==> src/rtl/nibble_serial_adder_pkg.sv <==
// Shared types and sizing helpers for the nibble-serial adder.
package nibble_adder_pkg;

    localparam int NIB_W = 4;

    typedef enum logic [1:0] {
        IDLE = 2'd0,
        RUN  = 2'd1,
        DONE = 2'd2
    } state_t;

    function automatic int nib_count(input int width);
        return width / NIB_W;
    endfunction

endpackage

==> src/rtl/nibble_serial_adder_if.sv <==
// Operand/result handshake bundle between a producer (master) and the adder (slave).
interface nibble_serial_adder_if #(
    parameter int WIDTH = 16
);
    logic             in_valid;
    logic             in_ready;
    logic [WIDTH-1:0] a;
    logic [WIDTH-1:0] b;
    logic             cin;
    logic             out_valid;
    logic             out_ready;
    logic [WIDTH-1:0] sum;
    logic             cout;

    modport master (
        output in_valid, a, b, cin, out_ready,
        input  in_ready, out_valid, sum, cout
    );

    modport slave (
        input  in_valid, a, b, cin, out_ready,
        output in_ready, out_valid, sum, cout
    );
endinterface

==> src/rtl/nibble_serial_adder_cla4_slice.sv <==
// Combinational 4-bit carry-lookahead slice; every carry is a flat sum of products.
module cla4_slice
    import nibble_adder_pkg::*;
(
    input  logic [NIB_W-1:0] a,
    input  logic [NIB_W-1:0] b,
    input  logic             cin,
    output logic [NIB_W-1:0] sum,
    output logic             cout
);
    logic [NIB_W-1:0] g;
    logic [NIB_W-1:0] p;
    logic [NIB_W:0]   c;

    always_comb begin
        g    = a & b;
        p    = a ^ b;
        c[0] = cin;
        c[1] = g[0] | (p[0] & cin);
        c[2] = g[1] | (p[1] & g[0]) | (p[1] & p[0] & cin);
        c[3] = g[2] | (p[2] & g[1]) | (p[2] & p[1] & g[0])
             | (p[2] & p[1] & p[0] & cin);
        c[4] = g[3] | (p[3] & g[2]) | (p[3] & p[2] & g[1])
             | (p[3] & p[2] & p[1] & g[0])
             | (p[3] & p[2] & p[1] & p[0] & cin);
        // a=b=1 gives p=0, so the sum bit comes purely from the incoming carry.
        sum  = p ^ c[NIB_W-1:0];
        cout = c[NIB_W];
    end
endmodule

==> src/rtl/nibble_serial_adder.sv <==
// WIDTH-bit adder that walks the operands through one CLA slice, LS nibble first,
// carrying between nibbles only through carry_q.
module nibble_serial_adder
    import nibble_adder_pkg::*;
#(
    parameter int WIDTH = 16
) (
    input logic                  clk,
    input logic                  rst,
    nibble_serial_adder_if.slave bus
);
    localparam int NIB   = nib_count(WIDTH);
    localparam int CNT_W = (NIB > 1) ? $clog2(NIB) : 1;
    localparam logic [CNT_W-1:0] CNT_LAST = CNT_W'(NIB - 1);

    state_t           state;
    state_t           state_nxt;
    logic [WIDTH-1:0] a_q;
    logic [WIDTH-1:0] b_q;
    logic [WIDTH-1:0] sum_q;
    logic             carry_q;
    logic [CNT_W-1:0] cnt_q;
    logic [NIB_W-1:0] slice_sum;
    logic             slice_cout;
    logic             accept;
    logic             step;

    cla4_slice u_slice (
        .a    (a_q[NIB_W-1:0]),
        .b    (b_q[NIB_W-1:0]),
        .cin  (carry_q),
        .sum  (slice_sum),
        .cout (slice_cout)
    );

    always_ff @(posedge clk) begin
        if (rst) begin
            state <= IDLE;
        end else begin
            state <= state_nxt;
        end
    end

    always_comb begin
        state_nxt     = state;
        bus.in_ready  = 1'b0;
        bus.out_valid = 1'b0;
        accept        = 1'b0;
        step          = 1'b0;
        case (state)
            IDLE: begin
                bus.in_ready = 1'b1;
                if (bus.in_valid) begin
                    accept    = 1'b1;
                    state_nxt = RUN;
                end
            end
            RUN: begin
                step = 1'b1;
                if (cnt_q == CNT_LAST) begin
                    state_nxt = DONE;
                end
            end
            DONE: begin
                bus.out_valid = 1'b1;
                if (bus.out_ready) begin
                    state_nxt = IDLE;
                end
            end
            default: state_nxt = IDLE;
        endcase
    end

    always_ff @(posedge clk) begin
        if (rst) begin
            a_q     <= '0;
            b_q     <= '0;
            sum_q   <= '0;
            carry_q <= 1'b0;
            cnt_q   <= '0;
        end else if (accept) begin
            a_q     <= bus.a;
            b_q     <= bus.b;
            sum_q   <= '0;
            carry_q <= bus.cin;
            cnt_q   <= '0;
        end else if (step) begin
            a_q     <= a_q >> NIB_W;
            b_q     <= b_q >> NIB_W;
            // New nibble enters at the top; after NIB steps the LS nibble has reached bit 0.
            sum_q   <= WIDTH'({slice_sum, sum_q} >> NIB_W);
            carry_q <= slice_cout;
            cnt_q   <= cnt_q + 1'b1;
        end
    end

    assign bus.sum  = sum_q;
    assign bus.cout = carry_q;
endmodule

==> src/flat_wrapper.sv <==
// flat-port wrapper written by rule: the top's interface ports become plain ports
module nibble_serial_adder_flat import nibble_adder_pkg::*;
#(
    parameter int WIDTH = 16
)
  (clk, rst, bus_in_valid, bus_a, bus_b, bus_cin, bus_out_ready, bus_in_ready, bus_out_valid, bus_sum, bus_cout);
  nibble_serial_adder_if #(.WIDTH(WIDTH)) bus_i ();
  input logic clk;
  input logic rst;
  input wire logic [$bits(bus_i.in_valid)-1:0] bus_in_valid;
  input wire logic [$bits(bus_i.a)-1:0] bus_a;
  input wire logic [$bits(bus_i.b)-1:0] bus_b;
  input wire logic [$bits(bus_i.cin)-1:0] bus_cin;
  input wire logic [$bits(bus_i.out_ready)-1:0] bus_out_ready;
  output wire logic [$bits(bus_i.in_ready)-1:0] bus_in_ready;
  output wire logic [$bits(bus_i.out_valid)-1:0] bus_out_valid;
  output wire logic [$bits(bus_i.sum)-1:0] bus_sum;
  output wire logic [$bits(bus_i.cout)-1:0] bus_cout;
  assign bus_i.in_valid = bus_in_valid;
  assign bus_i.a = bus_a;
  assign bus_i.b = bus_b;
  assign bus_i.cin = bus_cin;
  assign bus_i.out_ready = bus_out_ready;
  assign bus_in_ready = bus_i.in_ready;
  assign bus_out_valid = bus_i.out_valid;
  assign bus_sum = bus_i.sum;
  assign bus_cout = bus_i.cout;
  nibble_serial_adder #(.WIDTH(WIDTH)) u_core (.clk(clk), .rst(rst), .bus(bus_i));
endmodule
==> config.mk <==
export PLATFORM = sky130hd
export DESIGN_NAME = nibble_serial_adder_flat
export DESIGN_NICKNAME = d
export VERILOG_FILES = /design/src/rtl/nibble_serial_adder_pkg.sv /design/src/rtl/nibble_serial_adder_if.sv /design/src/rtl/nibble_serial_adder_cla4_slice.sv /design/src/rtl/nibble_serial_adder.sv /design/src/flat_wrapper.sv
export SDC_FILE = /design/constraint.sdc
export NUM_CORES = 1
export LEC_CHECK = 0
export CORE_ASPECT_RATIO = 0.8
export CORE_MARGIN = 2
export CORE_UTILIZATION = 35
export CTS_CLUSTER_DIAMETER = 60
export DETAILED_ROUTE_END_ITERATION = 10
export GPL_ROUTABILITY_DRIVEN = 1
export PLACE_DENSITY = 0.6
export SYNTH_ARGS = -nofsm -noshare
export SYNTH_HDL_FRONTEND = slang
export SYNTH_HIERARCHICAL = 1
export SYNTH_SLANG_ARGS = --single-unit
export TNS_END_PERCENT = 30
==> constraint.sdc <==
create_clock -name clk -period 4.9 [get_ports clk]
set_clock_uncertainty 0.1 [all_clocks]
set_input_delay 1.225 -clock clk [delete_from_list [all_inputs] [get_ports clk]]
set_output_delay 1.225 -clock clk [all_outputs]
set_load 0.01 [all_outputs]
======== Word level (Yosys, flattened, before mapping) ========
Index checks and enable logic that the tools add are counted.
word-level totals
  word-level logic and storage cells ...... 61
  register bits after elaboration ......... 53
operators by class
  bitwise logic cells ..................... 29
  eq/ne operators ......................... 6
  reductions and logical operators ........ 4
  $add $sub $neg .......................... 1
  mux-type cells .......................... 15
operators by type and width
  kind                   number
  $mux W16               4
  $and A1 B1 Y1          16
  $or A1 B1 Y1           10
  $xor A4 B4 Y4          2
  $mux W1                7
  $mux W2                3
  $pmux W2 S3            1
  $and A4 B4 Y4          1
  $eq A2 B2 Y1 const B   2
  $ne A2 B2 Y1 const B   2
  $reduce_and A3 Y1      1
  $add A2 B1 Y2 const B  1
  $eq A2 B1 Y1 const B   1
  $logic_not A2 Y1       1
  $ne A2 B1 Y1 const B   1
  $reduce_bool A2 Y1     1
  $reduce_or A2 Y1       1

======== Logic depth before layout (Yosys ltp) ========
Gate-level depths: netlist of run 1.
  depth in word-level cells ............... 8
  mapped depth ............................ 7

======== Modules after synthesis ========
Netlist of run 1, hierarchy kept.
modules (own cells, without submodules)
  module               area an instance (µm²)  cells an instance  instances
  nibble_serial_adder  2095.8                  232                1
  cla4_slice           147.6                   17                 1

======== Worst setup path before layout of run 1 ========
OpenSTA, ideal clock, no wires.
  path kind ............................... input to register
  start ................................... input port bus_in_valid
  end ..................................... register u_core.a_q[10]
  stages .................................. 4
  path slack .............................. 2.628 ns
  data arrival time ....................... 2.053 ns
  data required time ...................... 4.681 ns
  cells stage by stage .................... or3b_1 -> buf_6 -> buf_6 -> o221a_1
between the ends
  cells in the longest elaborated chain, start to end .. 3
  elaborated cells between the ends (all ways) .. 4
  classes of those cells .................. mux (3); reduce/logical (1)
ends and longest elaborated chain
  item                                                   line                       RTL
  start, declared                                        flat_wrapper.sv:10         input wire logic [$bits(bus_i.in_valid)-1:0] bus_in_valid;
  $mux W1 *                                              nibble_serial_adder.sv:53  if (bus.in_valid) begin
  $mux W1 *                                              nibble_serial_adder.sv:50  case (state)
  $mux W16 / $reduce_bool A2 Y1 (equally long branches)  --
  end signal, assigned                                   nibble_serial_adder.sv:82  a_q <= bus.a;
  end signal, assigned                                   nibble_serial_adder.sv:88  a_q <= a_q >> NIB_W;
  end, declared                                          nibble_serial_adder.sv:18  logic [WIDTH-1:0] a_q;
Mark *: on every way between the ends. The rest lies on a longest branch, timed or not.
A chain may end at the register's enable or synchronous reset.

======== Worst setup path after layout of run 1 ========
  start ................................... input port bus_in_valid
  end ..................................... register u_core.cnt_q[1]
between the ends
  cells in the longest elaborated chain, start to end .. 3
ends and longest elaborated chain
  item                               line                       RTL
  $mux W1                            nibble_serial_adder.sv:53
  $mux W1                            nibble_serial_adder.sv:50
  $reduce_or A2 Y1 (no source line)  --
  end signal, assigned               nibble_serial_adder.sv:93  cnt_q <= cnt_q + 1'b1;
  end, declared                      nibble_serial_adder.sv:22  logic [CNT_W-1:0] cnt_q;
Every way passes these cells.

==> results of run 1 <==
==> worst register-to-register path: cells and delay by family (launching register included) <==
family	cells	cell delay, ns
simple gates	2	1.20
compound gates	1	0.22
flops	1	0.51
==> state kept, by name, indices dropped and copies added, names as in the netlist <==
name             cells
u_core/state         2
u_core/bus.cout      1
u_core/a_q          16
u_core/b_q          16
u_core/bus.sum      16
u_core/cnt_q         2
==> layer usage <==
| metal | track usage | wire [µm] | vias up |
|---|---|---|---|
| met1 | 0.215 | 2620 | 818 |
| met3 | 0.0366 | 210 | 9 |
| met5 | 0 | 0 | - |
| li1 | - | - | 944 |
| met4 | 0.0654 | 94 | 0 |
| met2 | 0.215 | 2110 | 38 |
==> worst max path at each step <==
| stage | endpoint | cells after the start |
|---|---|---|
| global route | u_core/bus.sum[4]$_SDFFE_PP0N_ | 4 |
| finish | u_core/cnt_q[1]$_SDFFE_PP0N_ | 4 |
| detailed placement | u_core/cnt_q[1]$_SDFFE_PP0N_ | 4 |
| floorplan | u_core/a_q[10]$_SDFFE_PP0P_ | 4 |
| global placement | u_core/bus.sum[0]$_SDFFE_PP0N_ | 4 |
| CTS | u_core/cnt_q[1]$_SDFFE_PP0N_ | 4 |
==> power groups by stage <==
stage | sequential (mW) | combinational [mW] | clock, mW
floorplan | 0.478 | 0.0914 | 0
global placement | 0.483 | 0.137 | 0
detailed placement | 0.483 | 0.139 | 0
CTS | 0.473 | 0.139 | 0.244
global route | 0.477 | 0.154 | 0.260
finish | 0.473 | 0.138 | 0.234
==> kinds of logic (layout without fill, tap and decap cells) <==
kind of cell               count (synthesis)  count (layout)
DFF                                       53              53
adders and majority gates                  6               6
xor gates and xnor gates                   4               4
buffers and inverters                     41              87
AOI/OAI and AO/OA                         75              75
and+or+nand+nor                           70              70
==> synthesized netlist by cell type <==
| cell | count |
|---|---|
| a21oi_1 | 36 |
| dfxtp_1 | 53 |
| nand2b_2 | 1 |
| or3b_1 | 1 |
| buf_2 | 4 |
| a31o_1 | 1 |
| a22oi_1 | 8 |
| nand2_1 | 34 |
| xnor2_1 | 3 |
| inv_1 | 21 |
| a211oi_1 | 1 |
| clkbuf_1 | 5 |
| o21bai_1 | 1 |
| nand2b_1 | 2 |
| nor2_1 | 28 |
| o221a_1 | 17 |
| nand3b_1 | 1 |
| buf_4 | 3 |
| a2111oi_2 | 1 |
| a21o_1 | 3 |
| xor2_1 | 1 |
| fa_1 | 1 |
| a2111oi_0 | 7 |
| nor2b_1 | 2 |
| nor3b_2 | 1 |
| ha_1 | 5 |
| buf_1 | 2 |
| buf_6 | 6 |
==> cell type report <==
| cell class | count | share of cell area |
|---|---|---|
| clock inverters | 2 | 0.00349 |
| clock buffers | 6 | 0.0253 |
| inverters | 21 | 0.0275 |
| well taps | 84 | 0.0366 |
| repair buffers | 58 | 0.200 |
| flip-flops and latches | 53 | 0.370 |
| multi-input cells | 155 | 0.338 |
==> per-stage QoR <==
stage	instance area (µm²)	setup slack [ns]	total power [mW]
after floorplan	2240	2.63	0.570
after global placement	2790	1.62	0.620
after detailed placement	2790	1.55	0.622
after CTS	2870	1.86	0.857
after global routing	2870	1.69	0.890
final	2870	1.90	0.845
==> results.sh, run 1 <==
export IMPL_timing_fmax_ghz=0.333
export IMPL_worstHoldPathType="register to register"
export IMPL_power_density_mw_per_mm2=294
export IMPL_synth_cell_types=28
export IMPL_cp_arrival_ns=3.13
export IMPL_post_route_min_period_ns=3.00
export IMPL_drtAntennaViolNets=0
export IMPL_rsz0062_at_grt="no"
export IMPL_whs_ns=0.357
export IMPL_path_cells="clkdlybuf4s50_1 > or3b_1 > nand2b_2 > a21oi_1"
export IMPL_reg2reg_from="u_core/state[0]$_SDFFE_PP0P_"
export IMPL_power_switching_uw=218
export IMPL_io_pins=56
export IMPL_hold_viol=0
export IMPL_die_height_um=75.6
export IMPL_cap_violations=0
export IMPL_drc=0
export IMPL_grt_usage=0.150
export IMPL_drive_above_1_share=0.0475
export IMPL_worstHoldStart="u_core/bus.sum[2]$_SDFFE_PP0N_"
export IMPL_seqPwrFrac=0.560
export IMPL_dp_cells=371
export IMPL_crit_path_end_kind="register"
export IMPL_clockRootBuffer="clkbuf_8"
export IMPL_initial_utilization=0.357
export IMPL_utilization=0.457
export IMPL_wirelength_um=5030
export IMPL_vdd_drop_max_mv=0.114
export IMPL_synth_top_area_frac=0.473
export IMPL_synth_adder_area_share=0.0368
export IMPL_cp_max_fo=26
export IMPL_status="finished clean"
export IMPL_slew_violations=0
export IMPL_cts_tree="done"
export IMPL_vias=1809
export IMPL_cts_sinks=53
export IMPL_slew_headroom=0.206
export IMPL_dp_hpwl_um=3480
export IMPL_multi_input_area_um2=970
export IMPL_area_delta_synth_final_pct=27.9
export IMPL_period_share=0.613
export IMPL_synth_area_leaders="dfxtp_1, o221a_1, a21oi_1, nand2_1, nor2_1"
export IMPL_drt_iter0_drc=110
export IMPL_grt_pass1_vias=1632
export IMPL_regArea_mm2=0.00106
export IMPL_synth_compound_area_share=0.247
export IMPL_core_mm2=0.00628
export IMPL_leakage_nw=1.06
export IMPL_tightest_slew_ns=1.19
export IMPL_fin_cells=379
export IMPL_n_antenna_cell=0
export IMPL_critPathKind="input port to register"
export IMPL_grt_pass1_wl_um=8120
export IMPL_fillers=615
export IMPL_p_int_uw=627
export IMPL_dieWidth_um=93.5
export IMPL_syn_avg_cell_area_um2=9.01
export IMPL_synth_xor_area_share=0.0156
export IMPL_cp_startpoint="bus_in_valid"
export IMPL_cts_max_level=2
export IMPL_synth_mux_area_frac=0
export IMPL_swShare=0.258
export IMPL_finalSetupViolCount=0
export IMPL_setup_tns_final_ns=0
export IMPL_whs_endpoint="u_core/bus.sum[2]$_SDFFE_PP0N_"
export IMPL_synth_area_leader_cell="dfxtp_1"
export IMPL_wl_per_cell_um=13.3
export IMPL_synth_top_family_by_area="compound AO/OA/AOI/OAI gates"
export IMPL_cts_resized=0
export IMPL_crit_family="simple AND/OR/NAND/NOR gates"
export IMPL_ys_ff_latch=53
export IMPL_netlist_instances=249
export IMPL_pwr_share_clk=0.277
export IMPL_seq_area_frac_synth=0.473
export IMPL_reg2reg_depth=3
export IMPL_slowest_stage="or3b_1"
export IMPL_clk_pin_slew_ns=0.09
export IMPL_critPathLaunchType="input port"
export IMPL_final_cell_mix="clkdlybuf4s50_1, dfxtp_1, a21oi_1"
export IMPL_gp_congestion=0.690
export IMPL_hold_path_depth=2
export IMPL_clk_latency_ns=0.30
export IMPL_antenna_found_initial=0
export IMPL_numCtsBuffers=5
export IMPL_std_cell_rows=26
export IMPL_ys_warn_count=6
export IMPL_yosys_area_share_simple=0.132
export IMPL_nets=337
export IMPL_cts_max_path_buffers=2
export IMPL_rrSetupSlack_ns=2.78
export IMPL_path_buf_inv=1
export IMPL_via_per_inst=4.77
export IMPL_netlist_area_mm2=0.00224
export IMPL_die_area_mm2=0.00707
export IMPL_port_buffer_count=55
export IMPL_r2r_end="u_core/cnt_q[1]$_SDFFE_PP0N_"
export IMPL_grt_max_degree=27
export IMPL_layout_commonest_cell="clkdlybuf4s50_1"
export IMPL_synth_fp_nets=292
export IMPL_grt_remaining_overflow=0
export IMPL_cpPeakStageDelay_ns=0.81
export IMPL_ctsHoldBuffers=0
export IMPL_cp_data_required_time_ns=5.02
export IMPL_drt_pre_antenna_iters=4
export IMPL_p_comb_frac=0.163
export IMPL_post_cts_buffers=0
No activity file was read; power rests on OpenSTA's default activity.
==> run 2: changes to the inputs <==
Clock period 4.9 ns to 2.8 ns, I/O delays scaled along.
==> run 2 against run 1 <==
Compared with the run above: routed wire length increased by 3.7%; power increased by 99%; register-to-register slack got worse by 1.9 ns.
==> results.sh, run 2 (synthesis gave the netlist of run 1 again) <==
export IMPL_grt_remaining_overflow=0
export IMPL_seqPwrFrac=0.492
export IMPL_std_cell_rows=26
export IMPL_initial_utilization=0.357
export IMPL_cp_startpoint="u_core/state[1]$_SDFFE_PP0P_"
export IMPL_pwr_share_clk=0.358
export IMPL_swShare=0.236
export IMPL_endpoint="bus_out_valid"
export IMPL_multi_input_area_um2=970
export IMPL_vias=1836
export IMPL_core_mm2=0.00628
export IMPL_post_cts_buffers=0
export IMPL_drt_iter0_drc=77
export IMPL_io_pins=56
export IMPL_critPathLaunchType="register"
export IMPL_status="finished clean"
export IMPL_route_met2_wl_um=2200
export IMPL_utilization=0.471
export IMPL_slew_headroom=0.253
export IMPL_regArea_mm2=0.00106
export IMPL_cp_arrival_ns=1.58
export IMPL_gp_congestion=0.689
export IMPL_ctsHoldBuffers=0
export IMPL_die_area_mm2=0.00707
export IMPL_top_layer_used="met4"
export IMPL_clockRootBuffer="clkbuf_8"
export IMPL_dpl_cell_area_mm2=0.00283
export IMPL_setup_tns_final_ns=0
export IMPL_leakage_nw=1.11
export IMPL_crit_path_end_kind="primary output"
export IMPL_cts_sinks=53
export IMPL_layout_commonest_cell="clkdlybuf4s50_1"
export IMPL_cp_data_required_time_ns=2.00
export IMPL_power_switching_uw=397
export IMPL_via_per_inst=4.78
export IMPL_post_route_min_period_ns=2.38
export IMPL_reg2reg_depth=3
export IMPL_p_comb_frac=0.150
export IMPL_die_height_um=75.6
export IMPL_drt_pre_antenna_iters=4
export IMPL_dp_hpwl_um=3680
export IMPL_clk_pin_slew_ns=0.10
export IMPL_stdcell_area_mm2=0.00296
export IMPL_period_share=0.849
export IMPL_tightest_slew_ns=1.12
export IMPL_wirelength_um=5220
export IMPL_grt_pass1_vias=1697
export IMPL_timing_fmax_ghz=0.421
export IMPL_cts_max_level=2
export IMPL_cp_max_fo=9
export IMPL_rrSetupSlack_ns=0.84
export IMPL_critPathKind="register to primary output"
export IMPL_cap_violations=0
export IMPL_vdd_drop_max_mv=0.198
export IMPL_drtAntennaViolNets=0
export IMPL_dieWidth_um=93.5
export IMPL_grt_pass1_wl_um=8260
export IMPL_nets=342
export IMPL_n_antenna_cell=0
export IMPL_r2r_end="u_core/b_q[1]$_SDFFE_PP0P_"
export IMPL_p_int_mw=1.28
export IMPL_grt_usage=0.150
export IMPL_slew_violations=0
export IMPL_numCtsBuffers=5
export IMPL_wl_per_cell_um=13.6
export IMPL_hold_viol=0
export IMPL_rsz0062_at_grt="no"
export IMPL_worstHoldPathType="register to register"
export IMPL_power_density_mw_per_mm2=568
export IMPL_finalSetupViolCount=0
export IMPL_cts_max_path_buffers=2
export IMPL_area_delta_synth_final_pct=31.9
export IMPL_whs_ns=0.365
export IMPL_drc=0
export IMPL_cts_resized=0
export IMPL_fillers=606
export IMPL_port_buffer_count=55
export IMPL_drive_above_1_share=0.0667
export IMPL_met1_length_um=2700
export IMPL_cts_tree="done"
export IMPL_clk_latency_ns=0.30
export IMPL_reg2reg_from="u_core/state[0]$_SDFFE_PP0P_"
export IMPL_final_cell_mix="clkdlybuf4s50_1, dfxtp_1, a21oi_1"
export IMPL_hold_path_depth=2
export IMPL_grt_max_degree=23
export IMPL_antenna_found_initial=0
export IMPL_wl_met3_um=259
-- run 2: cell types whose count changed in the layout (fill, tap and decap cells not counted) --
cell and delta:
buf_4 +5, bufinv_16 +2, clkbuf_1 -1, clkinv_2 -1
-- run 2: worst min path at each step --
stage / slack (ns) / endpoint / startpoint
after floorplan: 0.34 / u_core/cnt_q[1]$_SDFFE_PP0N_ / u_core/cnt_q[1]$_SDFFE_PP0N_
after global placement: 0.35 / u_core/bus.sum[0]$_SDFFE_PP0N_ / u_core/bus.sum[0]$_SDFFE_PP0N_
after detailed placement: 0.35 / u_core/bus.sum[0]$_SDFFE_PP0N_ / u_core/bus.sum[0]$_SDFFE_PP0N_
after CTS: 0.37 / u_core/bus.sum[0]$_SDFFE_PP0N_ / u_core/bus.sum[0]$_SDFFE_PP0N_
after global routing: 0.40 / u_core/bus.sum[0]$_SDFFE_PP0N_ / u_core/bus.sum[0]$_SDFFE_PP0N_
final: 0.36 / u_core/bus.sum[0]$_SDFFE_PP0N_ / u_core/bus.sum[0]$_SDFFE_PP0N_
-- run 2: metrics by stage --
| stage | cells | setup WS [ns] | power, mW |
|---|---|---|---|
| 6_report | 384 | 0.423 | 1.68 |
| 5_1_grt | 384 | 0.323 | 1.75 |
| 4_1_cts | 384 | 0.414 | 1.69 |
| 3_5_place_dp | 376 | 0.154 | 1.10 |
| 3_3_place_gp | 376 | 0.169 | 1.09 |
| 2_1_floorplan | 249 | 1.05 | 0.997 |
-- run 2: area by class of cell --
cell class,count,share of cell area
clock inverters,3,0.0220
repair buffers,63,0.206
clock buffers,5,0.0233
flip-flops and latches,53,0.359
inverters,21,0.0266
well taps,84,0.0355
multi-input cells,155,0.328
-- run 2: power groups by stage --
stage	Sequential, mW	Combinational, mW	Clock (mW)
after global routing	0.834	0.279	0.639
after floorplan	0.837	0.160	0
after CTS	0.828	0.253	0.612
final	0.828	0.252	0.601
after global placement	0.844	0.247	0
after detailed placement	0.845	0.251	0
-- run 2: critical path, stage by stage, from the launching register on --
cell and delay [ns]:
dfxtp_1 0.50, nor2b_1 0.22, clkdlybuf4s50_1 0.56
-- run 2: routing by layer --
layer / vias up / global-route usage
met5: - / 0
met4: 0 / 0.0441
met3: 7 / 0.0366
met2: 46 / 0.235
met1: 828 / 0.208
li1: 955 / -
==> run 3: changes to the inputs <==
Clock period 2.8 ns to 2.2 ns, I/O delays scaled along.
==> run 3 against run 2 <==
Compared with the run above: cell area up 0.97%; global-route usage about the same; critical path depth unchanged; worst hold slack worse by 0.0090 ns; die area unchanged; count of clock-buffer cells in the layout up 2; register-to-register slack worse by 0.31 ns; sequential power up 27%; utilization up 0.46 points; sequential share of layout area down 0.30 points; critical endpoint unchanged; largest power group unchanged.
==> results.sh, run 3 (synthesis gave the netlist of run 1 again) <==
export IMPL_grt_pass1_wl_um=8170
export IMPL_vdd_drop_max_mv=0.298
export IMPL_area_delta_synth_final_pct=33.2
export IMPL_gp_congestion=0.714
export IMPL_initial_utilization=0.357
export IMPL_cp_data_required_time_ns=1.55
export IMPL_period_share=0.968
export IMPL_nets=346
export IMPL_layout_commonest_cell="clkdlybuf4s50_1"
export IMPL_grt_pass1_vias=1711
export IMPL_ctsHoldBuffers=0
export IMPL_cts_sinks=53
export IMPL_hold_viol=0
export IMPL_numCtsBuffers=5
export IMPL_rsz0062_at_grt="no"
export IMPL_drc=0
export IMPL_die_height_um=75.6
export IMPL_multi_input_area_um2=972
export IMPL_worstHoldStart="u_core/bus.sum[1]$_SDFFE_PP0N_"
export IMPL_dieWidth_um=93.5
export IMPL_io_pins=56
export IMPL_fin_cells=388
export IMPL_pwr_share_clk=0.330
export IMPL_drtAntennaViolNets=0
export IMPL_reg2reg_depth=4
export IMPL_finalWorstSetupSlack_ns=0.0696
export IMPL_wl_per_cell_um=13.6
export IMPL_whs_endpoint="u_core/bus.sum[1]$_SDFFE_PP0N_"
export IMPL_path_cells="nor2b_1 > clkdlybuf4s50_1"
export IMPL_cts_max_path_buffers=2
export IMPL_cts_max_level=2
export IMPL_final_cell_mix="clkdlybuf4s50_1, dfxtp_1, a21oi_1"
export IMPL_dp_hpwl_um=3810
export IMPL_hold_path_depth=2
export IMPL_vias=1876
export IMPL_crit_path_end_kind="primary output"
export IMPL_finalSetupViolCount=0
export IMPL_worstHoldPathType="register to register"
export IMPL_clockRootBuffer="clkbuf_8"
export IMPL_n_antenna_cell=0
export IMPL_cts_tree="done"
export IMPL_antenna_found_initial=0
export IMPL_drt_iter0_drc=66
export IMPL_post_cts_buffers=0
export IMPL_critPathLaunchType="register"
export IMPL_slew_violations=0
export IMPL_dp_slack_ns=-0.255
export IMPL_power_switching_uw=503
export IMPL_cap_violations=0
export IMPL_wirelength_um=5270
export IMPL_clk_latency_ns=0.31
export IMPL_leakage_nw=1.12
export IMPL_cp_max_fo=9
export IMPL_grt_usage=0.150
export IMPL_seqPwrFrac=0.510
export IMPL_reg2reg_from="u_core/state[0]$_SDFFE_PP0P_"
export IMPL_cpPeakStageDelay_ns=0.55
export IMPL_port_buffer_count=55
export IMPL_die_area_mm2=0.00707
export IMPL_regArea_mm2=0.00106
export IMPL_swShare=0.243
export IMPL_p_comb_frac=0.160
export IMPL_grt_remaining_overflow=0
export IMPL_dp_cells=380
export IMPL_drt_pre_antenna_iters=4
export IMPL_std_cell_rows=26
export IMPL_slowest_stage="clkdlybuf4s50_1"
export IMPL_post_route_min_period_ns=2.13
export IMPL_grt_max_degree=22
export IMPL_cp_arrival_ns=1.48
export IMPL_p_int_mw=1.56
export IMPL_total_power_mw=2.07
export IMPL_via_per_inst=4.84
export IMPL_status="finished clean"
export IMPL_clk_pin_slew_ns=0.09
export IMPL_core_mm2=0.00628
export IMPL_timing_fmax_ghz=0.469
export IMPL_tightest_slew_ns=0.686
export IMPL_fillers=607
export IMPL_rrSetupSlack_ns=0.53
export IMPL_r2r_end="u_core/b_q[10]$_SDFFE_PP0P_"
export IMPL_drive_above_1_share=0.0822
export IMPL_power_density_mw_per_mm2=692
export IMPL_critPathKind="register to primary output"
export IMPL_slew_headroom=0.542
-- run 3: stage by stage --
step,util,TNS [ns],hold slack (ns),cell area [µm²]
floorplan,-,0,0.337,2240
global placement,0.457,-4.05,0.345,2870
detailed placement,0.457,-4.19,0.347,2870
CTS,0.475,0,0.359,2990
global route,0.476,0,0.384,2990
finish,0.476,0,0.356,2990
-- run 3: layout make-up --
type / instances / area share
sequential: 53 / 0.356
multi-input combinational: 155 / 0.325
timing repair buffer: 67 / 0.219
tap: 84 / 0.0352
clock buffer: 7 / 0.0289
inverter: 21 / 0.0264
clock inverter: 1 / 0.0101
-- run 3: worst max path at each step --
stage	start	endpoint	slack, ns	depth (start not counted)
floorplan	bus_in_valid	u_core/a_q[10]$_SDFFE_PP0P_	0.60	4
global placement	bus_in_valid	u_core/b_q[6]$_SDFFE_PP0P_	-0.24	4
detailed placement	bus_in_valid	u_core/a_q[2]$_SDFFE_PP0P_	-0.26	4
CTS	u_core/state[1]$_SDFFE_PP0P_	bus_out_valid	0.07	2
global route	u_core/state[1]$_SDFFE_PP0P_	bus_out_valid	0.0002	2
finish	u_core/state[1]$_SDFFE_PP0P_	bus_out_valid	0.07	2
-- run 3: worst max-delay path: cells and delay by family, from the launching register on --
family                 cells  cell delay (ns)
buffers and inverters      1             0.55
DFF                        1             0.43
and+or+nand+nor            1             0.19
-- run 3: routing by layer --
metal	track usage	routed length (µm)
met1	0.203	2650
met2	0.241	2290
met3	0.0336	261
met4	0.0490	56
met5	0	0
-- run 3: power groups by stage --
stage	sequential, mW	clock, mW	combinational [mW]
2_1_floorplan	1.07	0	0.204
3_3_place_gp	1.07	0	0.327
3_5_place_dp	1.08	0	0.332
4_1_cts	1.05	0.703	0.333
5_1_grt	1.06	0.744	0.365
6_report	1.05	0.683	0.330
-- run 3: repair_timing --
| action | in CTS | in global routing |
|---|---|---|
| endpoints found under the hold margin | 0 | 0 |
| pin swaps | 0 | 0 |
| resized for setup | 1 | 1 |
| endpoints found under the setup margin | 1 | 9 |
